**src/rtl/fib_req_arbiter.sv**
```systemverilog
// Round-robin arbiter in front of one shared iterative Fibonacci datapath.
// Each accepted request runs n add/shift steps and returns F(n) mod 2^WIDTH with a sticky overflow flag.
module fib_req_arbiter #(
   parameter int NREQ  = 4,
   parameter int WIDTH = 8,
   parameter int NW    = 5,
   parameter int IDW   = 2
) (
   input  logic                 clk,
   input  logic                 rst,
   input  logic [NREQ-1:0]      req_valid,
   input  logic [NREQ*NW-1:0]   req_n,
   output logic [NREQ-1:0]      req_ready,
   output logic                 rsp_valid,
   output logic [IDW-1:0]       rsp_id,
   output logic [WIDTH-1:0]     rsp_fib,
   output logic                 rsp_ovf,
   input  logic                 rsp_ready,
   output logic                 busy
);

   typedef enum logic [1:0] {IDLE, COMPUTE, RESPOND} state_t;

   state_t           state, state_next;
   logic [IDW-1:0]   rr_ptr;
   logic [IDW-1:0]   id;
   logic [NW-1:0]    count;
   logic [WIDTH-1:0] a, b;
   logic             oa, ob;

   logic             grant_found;
   logic [IDW-1:0]   grant_id;
   logic [IDW-1:0]   cand;
   logic [NW-1:0]    sel_n;
   logic [WIDTH:0]   sum;

   // Search from rr_ptr upward (wrapping) for the first pending requester.
   always_comb begin
      grant_found = 1'b0;
      grant_id    = '0;
      cand        = '0;
      for (int k = 0; k < NREQ; k++) begin
         cand = IDW'((int'(rr_ptr) + k) % NREQ);
         if (!grant_found && req_valid[cand]) begin
            grant_found = 1'b1;
            grant_id    = cand;
         end
      end
   end

   always_comb begin
      sel_n = '0;
      for (int k = 0; k < NREQ; k++) begin
         if (grant_id == IDW'(k)) sel_n = req_n[k*NW +: NW];
      end
   end

   assign req_ready = (state == IDLE && grant_found) ? (NREQ'(1) << grant_id) : '0;
   assign sum       = {1'b0, a} + {1'b0, b};
   assign busy      = (state != IDLE);

   always_ff @(posedge clk or posedge rst) begin
      if (rst) state <= IDLE;
      else     state <= state_next;
   end

   always_comb begin
      state_next = state;
      case (state)
         IDLE:    if (grant_found) state_next = COMPUTE;
         COMPUTE: if (count == '0) state_next = RESPOND;
         RESPOND: if (rsp_ready)   state_next = IDLE;
         default: state_next = IDLE;
      endcase
   end

   // a/b walk the sequence; oa/ob track whether the true F value behind each has wrapped.
   always_ff @(posedge clk or posedge rst) begin
      if (rst) begin
         rr_ptr    <= '0;
         id        <= '0;
         count     <= '0;
         a         <= '0;
         b         <= WIDTH'(1);
         oa        <= 1'b0;
         ob        <= 1'b0;
         rsp_valid <= 1'b0;
         rsp_id    <= '0;
         rsp_fib   <= '0;
         rsp_ovf   <= 1'b0;
      end else begin
         case (state)
            IDLE: begin
               if (grant_found) begin
                  id    <= grant_id;
                  count <= sel_n;
                  a     <= '0;
                  b     <= WIDTH'(1);
                  oa    <= 1'b0;
                  ob    <= 1'b0;
               end
            end
            COMPUTE: begin
               if (count != '0) begin
                  a     <= b;
                  b     <= sum[WIDTH-1:0];
                  oa    <= ob;
                  ob    <= ob | oa | sum[WIDTH];
                  count <= count - NW'(1);
               end else begin
                  rsp_fib   <= a;
                  rsp_ovf   <= oa;
                  rsp_id    <= id;
                  rsp_valid <= 1'b1;
               end
            end
            RESPOND: begin
               if (rsp_ready) begin
                  rsp_valid <= 1'b0;
                  rr_ptr    <= (id == IDW'(NREQ-1)) ? '0 : id + IDW'(1);
               end
            end
            default: ;
         endcase
      end
   end

endmodule

```
**config.mk**
```make
export PLATFORM = sky130hd
export DESIGN_NAME = fib_req_arbiter
export DESIGN_NICKNAME = d
export VERILOG_FILES = /design/src/rtl/fib_req_arbiter.sv
export SDC_FILE = /design/constraint.sdc
export NUM_CORES = 1
export LEC_CHECK = 0
export CAP_MARGIN = 20
export CORE_MARGIN = 2
export CORE_UTILIZATION = 40
export DETAILED_ROUTE_END_ITERATION = 10
export PLACE_DENSITY = 0.65
export SLEW_MARGIN = 10
export SYNTH_ARGS = -nofsm -noshare
export SYNTH_HDL_FRONTEND = slang
export SYNTH_SLANG_ARGS = --single-unit
```
**constraint.sdc**
```tcl
create_clock -name clk -period 2.4 [get_ports clk]
set_input_delay 0.48 -clock clk [delete_from_list [all_inputs] [get_ports clk]]
set_output_delay 0.48 -clock clk [all_outputs]
set_load 0.02 [all_outputs]
```
After elaboration in Yosys (flattened, before gate mapping)
Index checks and enable logic that the tools add are counted.
W data, S select, Z words.
{ "classes": {"n_addsub": 6, "n_bitwise": 3, "eq_ne": 11, "n_shift": 1, "order_cmp": 4, "n_mux": 43, "reduce_logical": 20} }
{ "op_table": {"columns": ["operator", "n"], "rows": [
  ["$mux W8", 4],
  ["$pmux W8 S2", 2],
  ["$mux W5", 6],
  ["$mux W2", 8],
  ["$mux W1", 13],
  ["$lt A2 B3 Y1 const B", 4],
  ["$ne A2 B2 Y1 const B", 5],
  ["$pmux W5 S2", 1],
  ["$add A8 B8 Y9", 1],
  ["$reduce_and A3 Y1", 3],
  ["$bmux W1 S2", 4],
  ["$eq A2 B2 Y1 const B", 4],
  ["$pmux W1 S2", 3],
  ["$pmux W2 S3", 1],
  ["$reduce_and A2 Y1", 3],
  ["$reduce_bool A2 Y1", 3],
  ["$logic_not A5 Y1", 1],
  ["$reduce_bool A5 Y1", 1],
  ["$sub A5 B1 Y5 const B", 1],
  ["$add A2 B1 Y2 const B", 2],
  ["$add A2 B2 Y2 const B", 2],
  ["$eq A2 B1 Y1 const B", 2],
  ["$logic_and A1 B1 Y1", 4],
  ["$logic_not A2 Y1", 2],
  ["other kinds (5)", 8]
]} }
{ "word_totals": {"out_inout_bits": 17, "reg_bits": 41, "elab_cells": 100} }

Logic depth before layout (Yosys ltp)
Gate-level depths: netlist (run 1).
{ "logic_depth": {"word_depth": 19, "depth_mapped": 8, "ltp_nobuf": 8} }

Worst setup path after synthesis (run 1)
OpenSTA, ideal clock, no wires.
{ "synth_timing": {"path_kind": "input-to-output", "startpoint": "input port req_valid[2]", "endpoint": "output port req_ready[1]", "slack_ns": 0.304, "required_ns": 1.920, "t_arrival_ns": 1.616, "path_buffers": 1, "stages": 6, "path_cell_list": "buf_2 -> mux2i_1 -> nor2_1 -> nor3_1 -> nand2_1 -> nor2_1"} }
{ "synth_between": {"elab_chain_cells": 14, "word_cells_on_any_way": 25, "classes_between": "shift: 1; mux: 17; reduce/logical: 7"} }
{ "synth_rtl": {"columns": ["item", "line", "source"], "rows": [
  ["start: declaration", "11", "input logic [NREQ-1:0] req_valid,"],
  ["$bmux W1 S2", "44", "if (!grant_found && req_valid[cand]) begin"],
  ["$mux W1 (not written as such)", "44", null],
  ["$mux W1", "44", null],
  ["$logic_not A1 Y1", "44", null],
  ["$logic_and A1 B1 Y1", "44", null],
  ["$mux W1", "44", null],
  ["$logic_not A1 Y1", "44", null],
  ["$logic_and A1 B1 Y1", "44", null],
  ["$mux W1", "44", null],
  ["$logic_not A1 Y1", "44", null],
  ["$logic_and A1 B1 Y1", "44", null],
  ["$mux W2 or $mux W1 (tied branches)", "44", null],
  ["$shl A1 B2 Y4 or $logic_and A1 B1 Y1 (tied branches)", "58", "assign req_ready = (state == IDLE && grant_found) ? (NREQ'(1) << grant_id) : '0;"],
  ["$mux W4 *", "58", null],
  ["end: declaration", "13", "output logic [NREQ-1:0] req_ready,"]
]} }
Mark *: on every way between the ends. The rest lies on a longest branch, timed or not. The select of a mux whose other input is x is not followed.

Worst setup path after layout (run 1)
{ "layout_timing": {"startpoint": "input port req_valid[3]", "endpoint": "output port req_ready[1]"} }
Same word-level chain as after synthesis.

==> results_dict.tcl, run 1 <==
set metrics [dict create \
    finalHoldViolations 0 \
    core_area_um2 5920 \
    hold_path_class "flop to flop" \
    final_nets 348 \
    fp.dieW_um 82.4 \
    post-route-drc-count 0 \
    worstMarginPinSlew_ns 0.578 \
    crit_arrival_ns 1.77 \
    rows 28 \
    viasPerCell 5.28 \
    cts_root_buf "clkbuf_8" \
    routed_wl_mm 5.32 \
    layout_common_cells "dfrtp_1 (40), clkdlybuf4s50_1 (36), nand2_1 (33), o21ai_0 (18), buf_4 (18)" \
    p_total_mw 3.93 \
    crit_path_max_fanout 9 \
    worstSetupPathType "input pin to output pin" \
    synth-seq-cells 41 \
    start_kind "input pin" \
    grt_max_degree 42 \
    powerDensity_nw_per_um2 1240 \
    yosys_warnings 0 \
    combPwrFrac_pct 53.5 \
    hold_ws_ns 0.485 \
    clk_path_buf_depth 2 \
    max_stage_delay_ns 0.49 \
    skew_ns 0.00909 \
    syn_nets 291 \
    ant_nets 0 \
    grt_pass1_vias 2053 \
    slew_violations 0 \
    holdBufCountCts 0 \
    drv_cap 0 \
    p_int_mw 2.38 \
    tritoncts "done" \
    final_common_cell "dfrtp_1" \
    worst_setup_path_end_kind "output pin" \
    overflow 0 \
    p_seq_share_pct 31.9 \
    synth.distinct_cells 55 \
    p_switching_mw 1.56 \
    cts_buffers 5 \
    hpwl_mm 3.97 \
    relSlewSlack_pct 61.4 \
    dp.cells 376 \
    path_cells "clkdlybuf4s50_1 > buf_6 > a21oi_1 > nor3_2 > nand2_1 > nor2_1 > buf_2" \
    initial_core_util_pct 41.5 \
    track_usage_pct 18.2 \
    swShare_pct 39.5 \
    leakagePower_nw 1.41 \
    drive_above_1_share_pct 18.4 \
    synth_seq_area_share_pct 41.8 \
    critPathRequiredTime_ns 1.92 \
    fmax_ghz 0.445 \
    avgRoutedWirePerCell_um 13.8 \
    status "completed" \
    grt_pass1_wl_mm 9.39 \
    peakVddDrop_mv 0.509 \
    clk_pin_slew_ns 0.07 \
    port_buffers 43 \
    crit_slowest_cell "clkdlybuf4s50_1" \
    numClockSinks 41 \
    rsz0062_at_grt "false" \
    dr.pass1.iters 4 \
    syn_area_um2 2460 \
    diodes 0 \
    p_clk_share_pct 14.6 \
    area_delta_synth_final_pct 29.6 \
    ioPinCount 44 \
    synth_cells 252 \
    syn_area_per_cell_um2 9.75 \
    async_flop_share_pct 100 \
    fillerInstances 548 \
    grt_antenna_before_repair 0 \
    finalSetupViolations 0 \
    htree_levels 2 \
    die_h_um 82.4 \
    place.gp.congestion 0.918 \
    via_count 2033 \
    layout_min_cycle_time_ns 2.25 \
    synth_edf_count 0 \
    synth_flop_cell "dfrtp_1" \
    clk_latency_ns 0.30 \
    drt_iter0_markers 117 \
    instances_no_fill 385 \
    dieArea_um2 6790 \
    fin_crit_sh_pct 93.7 \
]
-- cell families after synthesis --
| group | after synthesis | synth area share (%) |
|---|---|---|
| buffers and inverters | 23 | 5.09 |
| adders and majority gates | 12 | 6.42 |
| and+or+nand+nor | 86 | 18.2 |
| DFF | 41 | 41.8 |
| AOI/OAI and AO/OA | 73 | 21.1 |
| xor gates and xnor gates | 1 | 0.356 |
| muxes | 16 | 7.08 |
-- per-stage QoR --
step	utilization [%]	setup WS, ns	setup TNS [ns]	area [µm²]
3_5_place_dp	51.5	-0.372	-1.39	3050
6_report	53.8	0.152	0	3180
2_1_floorplan	-	0.304	0	2460
4_1_cts	53.8	0.00525	0	3180
3_3_place_gp	51.5	-0.351	-1.36	3050
5_1_grt	53.8	0.0269	0	3180
-- power by group through the flow --
stage / clock [mW] / combinational [mW] / sequential, mW
2_1_floorplan: 0 / 1.44 / 1.32
3_3_place_gp: 0 / 2.08 / 1.26
3_5_place_dp: 0 / 2.11 / 1.27
4_1_cts: 0.592 / 2.12 / 1.26
5_1_grt: 0.629 / 2.37 / 1.31
6_report: 0.576 / 2.10 / 1.25
-- cells in the mapped netlist, drive strengths merged (3+ instances only) --
cell type | n | area (µm²)
o221ai | 3 | 26.3
ha | 11 | 138
o21ai | 19 | 95.1
o31ai | 6 | 45.0
nor2b | 5 | 31.3
a21oi | 13 | 65.1
a211oi | 3 | 22.5
nor3 | 6 | 30.0
nand3 | 5 | 25.0
nor2 | 13 | 48.8
dfrtp | 40 | 1000
o21a | 6 | 45.0
a221oi | 3 | 32.5
nand2 | 33 | 124
a31oi | 3 | 18.8
nor3b | 6 | 45.0
a21o | 3 | 23.8
mux2 | 11 | 124
nand2b | 5 | 31.3
inv | 10 | 37.5
or2 | 3 | 21.3
buf | 12 | 83.8
mux2i | 5 | 50.1
-- repair_timing --
item | 4_1_cts | 5_1_grt
gates resized for setup | 18 | 7
endpoints found under the hold margin | 0 | 0
setup buffers | 0 | 1
setup endpoints to repair | 4 | 3
pin swaps | 1 | 3
-- final cells by class --
cell class | instances | area, µm² | share of cell area, %
multi-input cells | 188 | 1330 | 41.7
flip-flops and latches | 41 | 1030 | 32.3
repair buffers | 63 | 581 | 18.2
well taps | 75 | 93.8 | 2.95
clock buffers | 7 | 86.3 | 2.71
inverters | 10 | 37.5 | 1.18
clock inverters | 1 | 30.0 | 0.943
-- flip-flops by register name, summed over array words and instances, names as in the netlist, 2 cells and up --
| signal | cells |
|---|---|
| rsp_id | 2 |
| id | 2 |
| rr_ptr | 2 |
| count | 5 |
| rsp_fib | 8 |
| b | 8 |
| a | 8 |
| state | 2 |
-- critical path, delay by kind of cell --
kind | cells | cell delay (ns)
and+or+nand+nor | 3 | 0.44
buffers and inverters | 3 | 0.79
AOI/OAI and AO/OA | 1 | 0.05
-- worst paths after layout --
check,startpoint,end,slack (ns),depth (start not counted)
min reg2reg,rsp_valid,rsp_valid,0.48,2
max,req_valid[3],req_ready[1],0.15,7
min in group asynchronous,rst,rsp_fib[1],0.59,3
max reg2reg,b[0],b[6],0.31,8
min,rsp_valid,rsp_valid,0.48,2
max in group asynchronous,rst,b[6],1.43,3
-- layer usage --
layer  wire (µm)  part of all wire (%)  global-route usage [%]  vias up
met5           0                     0                       0        -
met4          93                   1.7                    7.00        0
met3         207                   3.9                    3.48        8
met2        2530                    47                    31.2       48
met1        2490                    47                    22.4      952
li1            -                     -                       -     1025
No activity file was read; power rests on OpenSTA's default activity.
==> inputs of run 2 (changes only) <==
PLACE_DENSITY = default   (was 0.65)
PLACE_DENSITY_LB_ADDON = 0.05   (was default)
==> results_dict.tcl, run 2 (synthesized netlist as in run 1, its figures left out) <==
set metrics [dict create \
    initial_core_util_pct 41.5 \
    crit_arrival_ns 1.75 \
    p_total_mw 3.95 \
    crit_slowest_cell "clkdlybuf4s50_1" \
    powerDensity_nw_per_um2 1230 \
    crit_path_max_fanout 2 \
    htree_levels 2 \
    instances_no_fill 390 \
    clk_latency_ns 0.29 \
    drive_above_1_share_pct 19.7 \
    relSlewSlack_pct 65.7 \
    ioPinCount 44 \
    rows 28 \
    area_delta_synth_final_pct 30.4 \
    swShare_pct 39.6 \
    start_kind "input pin" \
    overflow 0 \
    p_clk_share_pct 14.6 \
    skew_ns 0.00800 \
    drv_cap 0 \
    viasPerCell 5.28 \
    diodes 0 \
    min_from "rsp_valid" \
    placed_area_um2 3090 \
    path_buf_inv 2 \
    tritoncts "done" \
    cts_buffers 5 \
    finalHoldViolations 0 \
    multiInputGateArea_um2 1320 \
    routed_wl_mm 5.48 \
    grt_antenna_before_repair 0 \
    regToRegSetupSlack_ns 0.25 \
    leakagePower_nw 1.41 \
    drt_iter0_markers 65 \
    holdPathEnd "rsp_valid" \
    clk_path_buf_depth 2 \
    avgRoutedWirePerCell_um 14.0 \
    hold_path_class "flop to flop" \
    final_nets 353 \
    whs_path_depth 2 \
    fp.dieW_um 82.4 \
    max_stage_delay_ns 0.41 \
    peakVddDrop_mv 0.499 \
    dp.cells 381 \
    post-route-drc-count 0 \
    worstSetupPathType "input pin to output pin" \
    pre_cts_ws_ns -0.479 \
    layout_common_cells "dfrtp_1 (39), clkdlybuf4s50_1 (36), nand2_1 (33), buf_4 (24), o21ai_0 (19)" \
    fillerInstances 566 \
    worstMarginPinSlew_ns 0.515 \
    p_seq_share_pct 31.9 \
    worst_setup_path_end_kind "output pin" \
    grt_pass1_wl_mm 9.34 \
    fin_area_um2 3200 \
    seqCellArea_um2 1030 \
    rr_endpoint "b[6]" \
    grt_max_degree 42 \
    holdBufCountCts 0 \
    finalSetupViolations 0 \
    grt_pass1_vias 2044 \
    hpwl_mm 4.15 \
    numClockSinks 41 \
    p_switching_mw 1.57 \
    combPwrFrac_pct 53.4 \
    status "completed" \
    cts_root_buf "clkbuf_8" \
    critPathRequiredTime_ns 1.92 \
    ant_nets 0 \
    die_h_um 82.4 \
    rsz0062_at_grt "false" \
    dr.pass1.iters 4 \
    track_usage_pct 17.9 \
    largestRegisters "a: 8 flops, b: 8 flops, rsp_fib: 8 flops" \
    p_int_mw 2.39 \
    fin_tns_setup_ns 0 \
    reg2reg_depth 8 \
    via_count 2059 \
    core_area_um2 5920 \
    layout_min_cycle_time_ns 2.23 \
    worst_slack_ns 0.169 \
    fmax_ghz 0.448 \
    crit_family "buffers and inverters" \
    timing.rr.start "b[0]" \
    slew_violations 0 \
    final_util_pct 54.1 \
    final_common_cell "dfrtp_1" \
    hold_ws_ns 0.485 \
    port_buffers 43 \
    fin_crit_sh_pct 93.0 \
    path_cells "clkdlybuf4s50_1 > or2_2 > a21oi_1 > o21ai_0 > nor2_1 > clkbuf_2" \
    dieArea_um2 6790 \
    place.gp.congestion 0.902 \
    clk_pin_slew_ns 0.08 \
]
## run 2: final cells by class
type	count	area share (%)
Inverter	10	1.17
Multi-Input combinational cell	188	41.2
Tap cell	75	2.93
Clock inverter	1	0.937
Sequential cell	41	32.1
Clock buffer	7	2.69
Timing Repair Buffer	68	18.9
## run 2: worst max path at each step
| stage | startpoint | end | slack (ns) | cells past startpoint |
|---|---|---|---|---|
| final | req_valid[3] | req_ready[2] | 0.17 | 6 |
| after global routing | req_valid[3] | req_ready[2] | 0.05 | 6 |
| after CTS | req_valid[3] | req_ready[2] | 0.02 | 6 |
| after detailed placement | req_valid[0] | req_ready[1] | -0.48 | 7 |
| after global placement | req_valid[0] | req_ready[2] | -0.44 | 6 |
| after floorplan | req_valid[2] | req_ready[1] | 0.30 | 6 |
## run 2: routing by layer
layer,up-vias,part of all wire [%],global-route usage (%)
li1,1043,-,-
met1,958,48,22.8
met2,47,47,29.8
met3,11,3.6,3.70
met4,0,1.9,6.50
met5,-,0,0
## run 2: tightest hold or removal path, stage by stage, from the launching register on
cell     delay, ns
dfrtp_1       0.35
nand2_1       0.05
nand2_1       0.06
## run 2: power groups by stage
| stage | logic, mW | clock network (mW) | registers (mW) |
|---|---|---|---|
| floorplan | 1.44 | 0 | 1.32 |
| global placement | 2.11 | 0 | 1.27 |
| detailed placement | 2.13 | 0 | 1.28 |
| CTS | 2.15 | 0.599 | 1.26 |
| global route | 2.37 | 0.632 | 1.31 |
| finish | 2.11 | 0.578 | 1.26 |
## run 2: what timing repair did
action | CTS | global route
gates resized for setup | 16 | 5
pin swaps | 1 | 1
endpoints found under the setup margin | 4 | 4
setup buffers | 0 | 1
gates cloned | 0 | 0
==> inputs of run 3 (changes only) <==
CTS_CLUSTER_DIAMETER = 100   (was default)
SKIP_CTS_REPAIR_TIMING = 1   (was default)
==> results_dict.tcl, run 3 (synthesized netlist as in run 1, its figures left out) <==
set metrics [dict create \
    final_common_cell "dfrtp_1" \
    layout_common_cells "dfrtp_1 (39), clkdlybuf4s50_1 (36), nand2_1 (33), buf_4 (23), o21ai_0 (19)" \
    skew_ns 0.00671 \
    clk_pin_slew_ns 0.08 \
    fin_crit_sh_pct 94.9 \
    fin_area_um2 3220 \
    worst_setup_path_end_kind "output pin" \
    relSlewSlack_pct 65.6 \
    track_usage_pct 17.8 \
    overflow 0 \
    leakagePower_nw 1.46 \
    core_area_um2 5920 \
    grt_max_degree 42 \
    peakVddDrop_mv 0.496 \
    drv_cap 0 \
    final_nets 352 \
    diodes 0 \
    area_delta_synth_final_pct 31.1 \
    port_buffers 43 \
    viasPerCell 5.25 \
    pre_cts_ws_ns -0.479 \
    htree_levels 2 \
    initial_core_util_pct 41.5 \
    finalHoldViolations 0 \
    clk_path_buf_depth 2 \
    ioPinCount 44 \
    tritoncts "done" \
    routed_wl_mm 5.47 \
    multiInputGateArea_um2 1320 \
    rows 28 \
    worstMarginPinSlew_ns 0.517 \
    via_count 2044 \
    finalSetupViolations 0 \
    p_clk_share_pct 14.5 \
    use_met2_pct 29.7 \
    crit_path_max_fanout 7 \
    top_usage_layer "met2" \
    cts_buffers 5 \
    ant_nets 0 \
    post-route-drc-count 0 \
    critPathRequiredTime_ns 1.92 \
    grt_pass1_wl_mm 9.31 \
    fillerInstances 563 \
    p_switching_mw 1.56 \
    layout_min_cycle_time_ns 2.28 \
    dr.pass1.iters 4 \
    fmax_ghz 0.439 \
    seqCellArea_um2 1030 \
    worst_slack_ns 0.122 \
    avgRoutedWirePerCell_um 14.1 \
    dieArea_um2 6790 \
    p_seq_share_pct 32.0 \
    swShare_pct 39.5 \
    drive_above_1_share_pct 18.5 \
    powerDensity_nw_per_um2 1230 \
    worstSetupPathType "input pin to output pin" \
    clk_latency_ns 0.29 \
    slew_violations 0 \
    drt_iter0_markers 60 \
    met3_usage_pct 3.70 \
    start_kind "input pin" \
    place.gp.congestion 0.902 \
    largestRegisters "a: 8 flops, b: 8 flops, rsp_fib: 8 flops" \
    combPwrFrac_pct 53.4 \
    hpwl_mm 4.15 \
    grtUsageMet1_pct 22.7 \
    numClockSinks 41 \
    cts_root_buf "clkbuf_8" \
    status "completed" \
    placed_area_um2 3090 \
    die_h_um 82.4 \
    fp.dieW_um 82.4 \
    grt_pass1_vias 2043 \
    hold_path_class "flop to flop" \
    crit_arrival_ns 1.80 \
    p_int_mw 2.39 \
    grt_antenna_before_repair 0 \
]
## run 3: power by group through the flow
stage,sequential (mW),combinational (mW),clock [mW]
after floorplan,1.32,1.44,0
after global placement,1.27,2.11,0
after detailed placement,1.28,2.13,0
after CTS,1.26,2.14,0.599
after global routing,1.31,2.36,0.632
final,1.26,2.11,0.574
## run 3: path summary, 6_finish.rpt
kind	depth (start not counted)	end	from	slack (ns)
hold reg to reg	2	rsp_valid	rsp_valid	0.49
hold / removal	2	rsp_valid	rsp_valid	0.49
setup reg to reg	8	b[6]	b[0]	0.26
min in group asynchronous	3	a[0]	rst	0.60
setup / recovery	7	req_ready[0]	req_valid[3]	0.12
max in group asynchronous	3	rr_ptr[1]	rst	1.42
## run 3: final cells by class
| type | count | share of cell area (%) |
|---|---|---|
| inverter | 10 | 1.17 |
| sequential | 41 | 31.9 |
| clock buffer | 7 | 2.68 |
| clock inverter | 1 | 0.932 |
| multi-input combinational | 188 | 40.9 |
| timing repair buffer | 67 | 19.4 |
| tap | 75 | 2.91 |
## run 3: through the flow
stage	setup TNS (ns)	hold WS, ns	utilization (%)	cells	total power, mW
global placement	-1.67	0.464	52.1	381	3.38
floorplan	0	0.464	-	252	2.77
detailed placement	-1.98	0.466	52.1	381	3.41
global route	-0.00804	0.511	54.4	389	4.31
CTS	-1.92	0.487	54.1	389	4.01
finish	0	0.485	54.4	389	3.95
## run 3: layer usage
metal	up-vias	part of all wire (%)
li1	1040	-
met4	0	1.8
met3	10	3.5
met1	947	48
met5	-	0
met2	47	47
## run 3: critical path: stages
cell,delay [ns]
clkdlybuf4s50_1,0.41
buf_4,0.17
buf_4,0.14
nor3_1,0.17
a31oi_1,0.08
nor2_1,0.10
dlymetal6s2s_1,0.23
==> variant 1: new RTL, config.mk and constraints of run 3 <==
`IDW`: 2 -> 4.
--- a/src/rtl/fib_req_arbiter.sv
+++ b/src/rtl/fib_req_arbiter.sv
@@ -4,7 +4,7 @@
    parameter int NREQ  = 4,
    parameter int WIDTH = 8,
    parameter int NW    = 5,
-   parameter int IDW   = 2
+   parameter int IDW   = 4
 ) (
    input  logic                 clk,
    input  logic                 rst,
Ports: changed (resized rsp_id); port bits go from 44 to 46. The function was not compared with the original's and may differ.
==> variant 1 against run 3 <==
Sequential cell count did not move. Worst setup slack got worse by 0.061 ns. Final area fell by 4.2%. Routed wire length fell by 4.4%. Combinational power rose by 3%. Total power fell by 2.4%. Area after synthesis fell by 6.9%. Sequential share of layout area rose by 1.3 points. Critical path type unchanged. Largest cell class unchanged.
==> variant 1: results (changes against run 3) <==
status=completed (unchanged); first-pass GRT wire length=8797 µm (was 9308 µm); hold path start=rsp_fib[1] (was rsp_valid); PortBufs=43 (unchanged); RD Place Congestion=0.8088 (was 0.9016); Total Routing Usage GR=17.94% (was 17.81%); count of different cell masters after synthesis=47 (was 55); initial antenna violation count=0 (unchanged); biggest regs=a: 8 flops, b: 8 flops, rsp_fib: 8 flops (unchanged); worst slack, placed=-0.5183 ns (was -0.4791 ns); CTS clk-pin slew, worst paths=0.07 ns; Fin. Hold Viols=0 (unchanged); Post-synth top cells=40 x dfrtp_1, 33 x nand2_1, 12 x inv_1, 12 x nand3_1 (was 40 x dfrtp_1, 33 x nand2_1, 19 x o21ai_0); diode count=0 (unchanged); CTS root buffer=clkbuf_8 (unchanged); Placed Area=2947 µm² (was 3087 µm²); Arrival @ worst endpoint=1.86 ns (was 1.80 ns); Lkg Pwr=1.416 nW (was 1.461 nW); Critical Path Fanout Max=4 (was 7); DP Cell Count=369 (was 381); fraction of layout cells with a size suffix above 1=20.92% (was 18.47%); H-tree depth=2 (unchanged); Internal=2.267 mW (was 2.386 mW); VDD IR max=659.3 µV (was 496.0 µV); total CTS buffers=5 (unchanged); worst skew pair latency=0.30 ns; Synth Warn #=0 (unchanged); drt pass-1 iters=7 (was 4); Reg-to-Reg Start=b[0] (unchanged); post-synthesis compound-gate area fraction=18.70% (was 21.08%); slew margin rel.=66.10% (was 65.56%); layout net count=344 (was 352); Clock Path Buffers=2 (unchanged); Worst Hold Class=reg2reg (unchanged); DP Wirelength=4002 µm (was 4150 µm); initial drt markers=145 (was 60); Cells after Synth=236 (was 252); Post-synth ARST share=100.0% (unchanged); Post-Synth Adder-Cell Area=6.889% (was 6.415%); sequential area share after synthesis=44.89% (was 41.80%); crit path from=req_valid[0] (was req_valid[3]); WL per Instance=13.82 µm (was 14.05 µm); Area contributors post-synth=dfrtp_1 44%, ha_1 6.0%, nand2_1 5.4%, mux2_2 5.4%, nand3_1 2.6% (was dfrtp_1 41%, ha_1 5.6%, nand2_1 5.0%, mux2_2 5.0%, o21ai_0 3.9%); largest net degree at the start of global routing=17 (was 42); mux share of post-synthesis cell area=6.288% (was 7.077%); maxcap violations=0 (unchanged); Post-Route WL=5223 µm (was 5466 µm); Post-Synth XOR/XNOR Area=0.7654% (was 0.3564%); Post-Route Skew=0.01020 ns (was 0.006709 ns); number of global-route vias before repair=1774 (was 2043); vias per inst=5.156 (was 5.254)
-- variant 1: cell count changes in the layout (fill, tap and decap cells not counted), moves of 4 or more --
cell     before  now
nor2_1       13    9
nor3b_1       6    0
buf_4        23   28
nand3_1       5   12
o21ai_0      19   11
a21oi_1      13    6
-- variant 1: critical path: stages --
cell and delay, ns:
clkdlybuf4s50_1 0.50, buf_4 0.15, nand2b_4 0.06, a21oi_2 0.19, nor3_4 0.07, nand2b_4 0.16, nor2_1 0.10, buf_4 0.15
-- variant 1: layout make-up --
type / instances / area [µm²]
sequential: 41 / 1027
timing repair buffer: 69 / 621.8
inverter: 13 / 48.80
tap: 72 / 90.09
clock inverter: 2 / 10.01
multi-input combinational: 175 / 1216
clock buffer: 6 / 72.57
fill: 502 / 2420
-- variant 1: power groups by stage --
stage | combinational, mW | sequential (mW) | clock [mW]
after floorplan | 1.38 | 1.30 | 0
after global placement | 2.12 | 1.25 | 0
after detailed placement | 2.12 | 1.25 | 0
after CTS | 2.14 | 1.24 | 0.455
after global routing | 2.43 | 1.29 | 0.496
final | 2.17 | 1.24 | 0.438
-- variant 1: routing by layer --
layer / GRT usage (%) / vias to the layer above / part of all wire, %
li1: - / 982 / -
met1: 26.93 / 923 / 52
met2: 25.80 / 36 / 43
met3: 3.507 / 8 / 3.3
met4: 5.690 / 0 / 1.2
met5: 0 / - / 0
-- variant 1: final timing paths --
path                                end  slack (ns)  cells past startpoint
hold reg to reg              rsp_fib[1]        0.49                      2
min in group asynchronous     rsp_valid        0.50                      2
setup / recovery           req_ready[2]        0.06                      8
hold / removal               rsp_fib[1]        0.49                      2
setup reg to reg                   b[6]        0.22                      8
max in group asynchronous          b[0]        1.22                      3
==> variant 2: new RTL, config.mk and constraints of run 3 <==
Without the edit above. Re-encode `state_t` (3 states) as one-hot, 3 bits wide.
--- a/src/rtl/fib_req_arbiter.sv
+++ b/src/rtl/fib_req_arbiter.sv
@@ -19,7 +19,7 @@
    output logic                 busy
 );
 
-   typedef enum logic [1:0] {IDLE, COMPUTE, RESPOND} state_t;
+   typedef enum logic [2:0] {IDLE = 3'b001, COMPUTE = 3'b010, RESPOND = 3'b100} state_t;
 
    state_t           state, state_next;
    logic [IDW-1:0]   rr_ptr;
Function: no difference found for any inputs over 4 cycles, from zero or initial values and one cycle with rst high; so few cycles prove little.
==> variant 2 against run 3 <==
Total power fell by 25%. Utilization increased by 0.37 points. Die area is 1.5% higher. Non-clock buffer count increased by 2. Worst setup slack got worse by 0.086 ns. Routed wire length decreased by 0.13%. First-iteration DRC count unchanged. Area after synthesis up 1.6%. Sequential power shrank 18%. Sequential cell count up 1. Maximum frequency down 3.6%. Final area increased by 1.9%. Combinational power down 34%. Critical endpoint unchanged. Largest power group unchanged.
==> variant 2: results (changes against run 3) <==
first-pass GRT wire length=9666 µm (was 9308 µm); Clock Path Buffers=2 (unchanged); largest net degree at the start of global routing=43 (was 42); RD Place Congestion=0.8496 (was 0.9016); count of different cell masters after synthesis=58 (was 55); syn nets=281 (was 291); worst skew pair latency=0.29 ns (about the same); post-route insts no fill=386 (was 389); WL per Instance=14.14 µm (was 14.05 µm); initial drt markers=60 (unchanged); H-tree depth=2 (unchanged); Cells after Synth=242 (was 252); Lkg Pwr=1.525 nW (was 1.461 nW); CTS root buffer=clkbuf_8 (unchanged); number of global-route vias before repair=2067 (was 2043); PortBufs=43 (unchanged); Arrival @ worst endpoint=1.88 ns (was 1.80 ns); met1 Use GR=21.81% (was 22.72%); M2 GR Usage=28.52% (was 29.68%); Post-Route Skew=0.005041 ns (was 0.006709 ns); sequential area share after synthesis=42.21% (was 41.80%); layout net count=349 (was 352); drt pass-1 iters=3 (was 4); Critical Path Fanout Max=5 (was 7); VDD IR max=446.0 µV (was 496.0 µV); CTS clk-pin slew, worst paths=around 0.07 ns; Area contributors post-synth=dfrtp_1 40%, ha_1 5.5%, o21ai_0 4.4%, mux2_4 4.2%, a22o_1 2.8% (was dfrtp_1 41%, ha_1 5.6%, nand2_1 5.0%, mux2_2 5.0%, o21ai_0 3.9%); met3 global-route usage=3.877% (was 3.696%); worst slack, placed=-0.4646 ns (was -0.4791 ns); Post-synth EDFFs=0 (unchanged); initial antenna violation count=0 (unchanged); vias per inst=5.339 (was 5.254); Worst Hold Class=reg2reg (unchanged); diode count=0 (unchanged); Synth Warn #=0 (unchanged); fraction of layout cells with a size suffix above 1=21.22% (was 18.47%); total CTS buffers=5 (unchanged); Total Routing Usage GR=17.16% (was 17.81%); Worst-Margin Slew=0.5455 ns (was 0.5166 ns); Post-synth top flop=dfrtp_1 (unchanged); DP Cell Count=377 (was 381); DP Wirelength=3966 µm (was 4150 µm); status=completed (unchanged); Post-synth top cells=40 x dfrtp_1, 22 x o21ai_0, 18 x nand2_1 (was 40 x dfrtp_1, 33 x nand2_1, 19 x o21ai_0); Post-synth ARST share=100.0% (unchanged); # fillers=535 (was 563); biggest regs=a: 8 flops, b: 8 flops, rsp_fib: 8 flops (unchanged)
variant 2: changes by cell type after synthesis, moves of 5 or more:
cell / change
o22ai_1: +5
mux2_4: +7
nand2_1: -15
inv_1: +8
a22o_1: +8
nor3b_1: -6
mux2_2: -7
variant 2: cells by family (layout without fill, tap and decap cells):
logic type      after synthesis  count (layout)  share of synthesized area, %
xor+xnor                      4               4                         1.404
flops                        42              42                         42.21
fa+ha+maj                    12              12                         6.316
mux                          13              13                         6.817
compound gates               80              80                         21.40
buf+inv                      27              96                         5.313
simple gates                 64              64                         16.54
variant 2: per-layer routing:
metal	share of wire [%]	vias up
li1	-	1027
met1	46	987
met2	48	40
met3	3.6	7
met4	2.0	0
met5	0	-
variant 2: final cells by class:
| class | count | area [µm²] | share of cell area (%) |
|---|---|---|---|
| inverter | 19 | 71.32 | 2.174 |
| sequential | 42 | 1054 | 32.11 |
| timing repair buffer | 69 | 635.6 | 19.37 |
| clock buffer | 7 | 76.32 | 2.326 |
| tap | 75 | 93.84 | 2.860 |
| multi-input combinational | 173 | 1320 | 40.24 |
| clock inverter | 1 | 30.03 | 0.9153 |
variant 2: stage by stage:
step / hold WS (ns) / total power [mW] / cell area (µm²) / utilization, %
6_report: 0.5042 / 2.979 / 3281 / 54.76
2_1_floorplan: 0.4706 / 1.941 / 2496 / -
3_5_place_dp: 0.4920 / 2.454 / 3159 / 52.74
4_1_cts: 0.5117 / 3.017 / 3266 / 54.51
3_3_place_gp: 0.4713 / 2.451 / 3159 / 52.74
5_1_grt: 0.5404 / 3.218 / 3281 / 54.76
variant 2: report_power, final:
group / internal [mW] / leakage, nW / switching [mW]
Combinational: 0.642 / 0.923 / 0.758
Sequential: 0.879 / 0.550 / 0.148
Clock: 0.311 / 0.0524 / 0.241
variant 2: worst paths after layout:
path	start	end	slack, ns	cells past startpoint
max reg2reg	b[0]	b[6]	0.39	8
min in group asynchronous	rst	id[0]	0.63	3
min reg2reg	rsp_fib[1]	rsp_fib[1]	0.50	2
max	req_valid[1]	req_ready[0]	0.04	6
max in group asynchronous	rst	state[0]	1.40	3
min	rsp_fib[1]	rsp_fib[1]	0.50	2
variant 2: worst max-delay path: stages:
cell and delay [ns]:
clkdlybuf4s50_1 0.43, buf_6 0.15, or4_4 0.53, nand2_4 0.09, nor3_1 0.05, buf_2 0.15
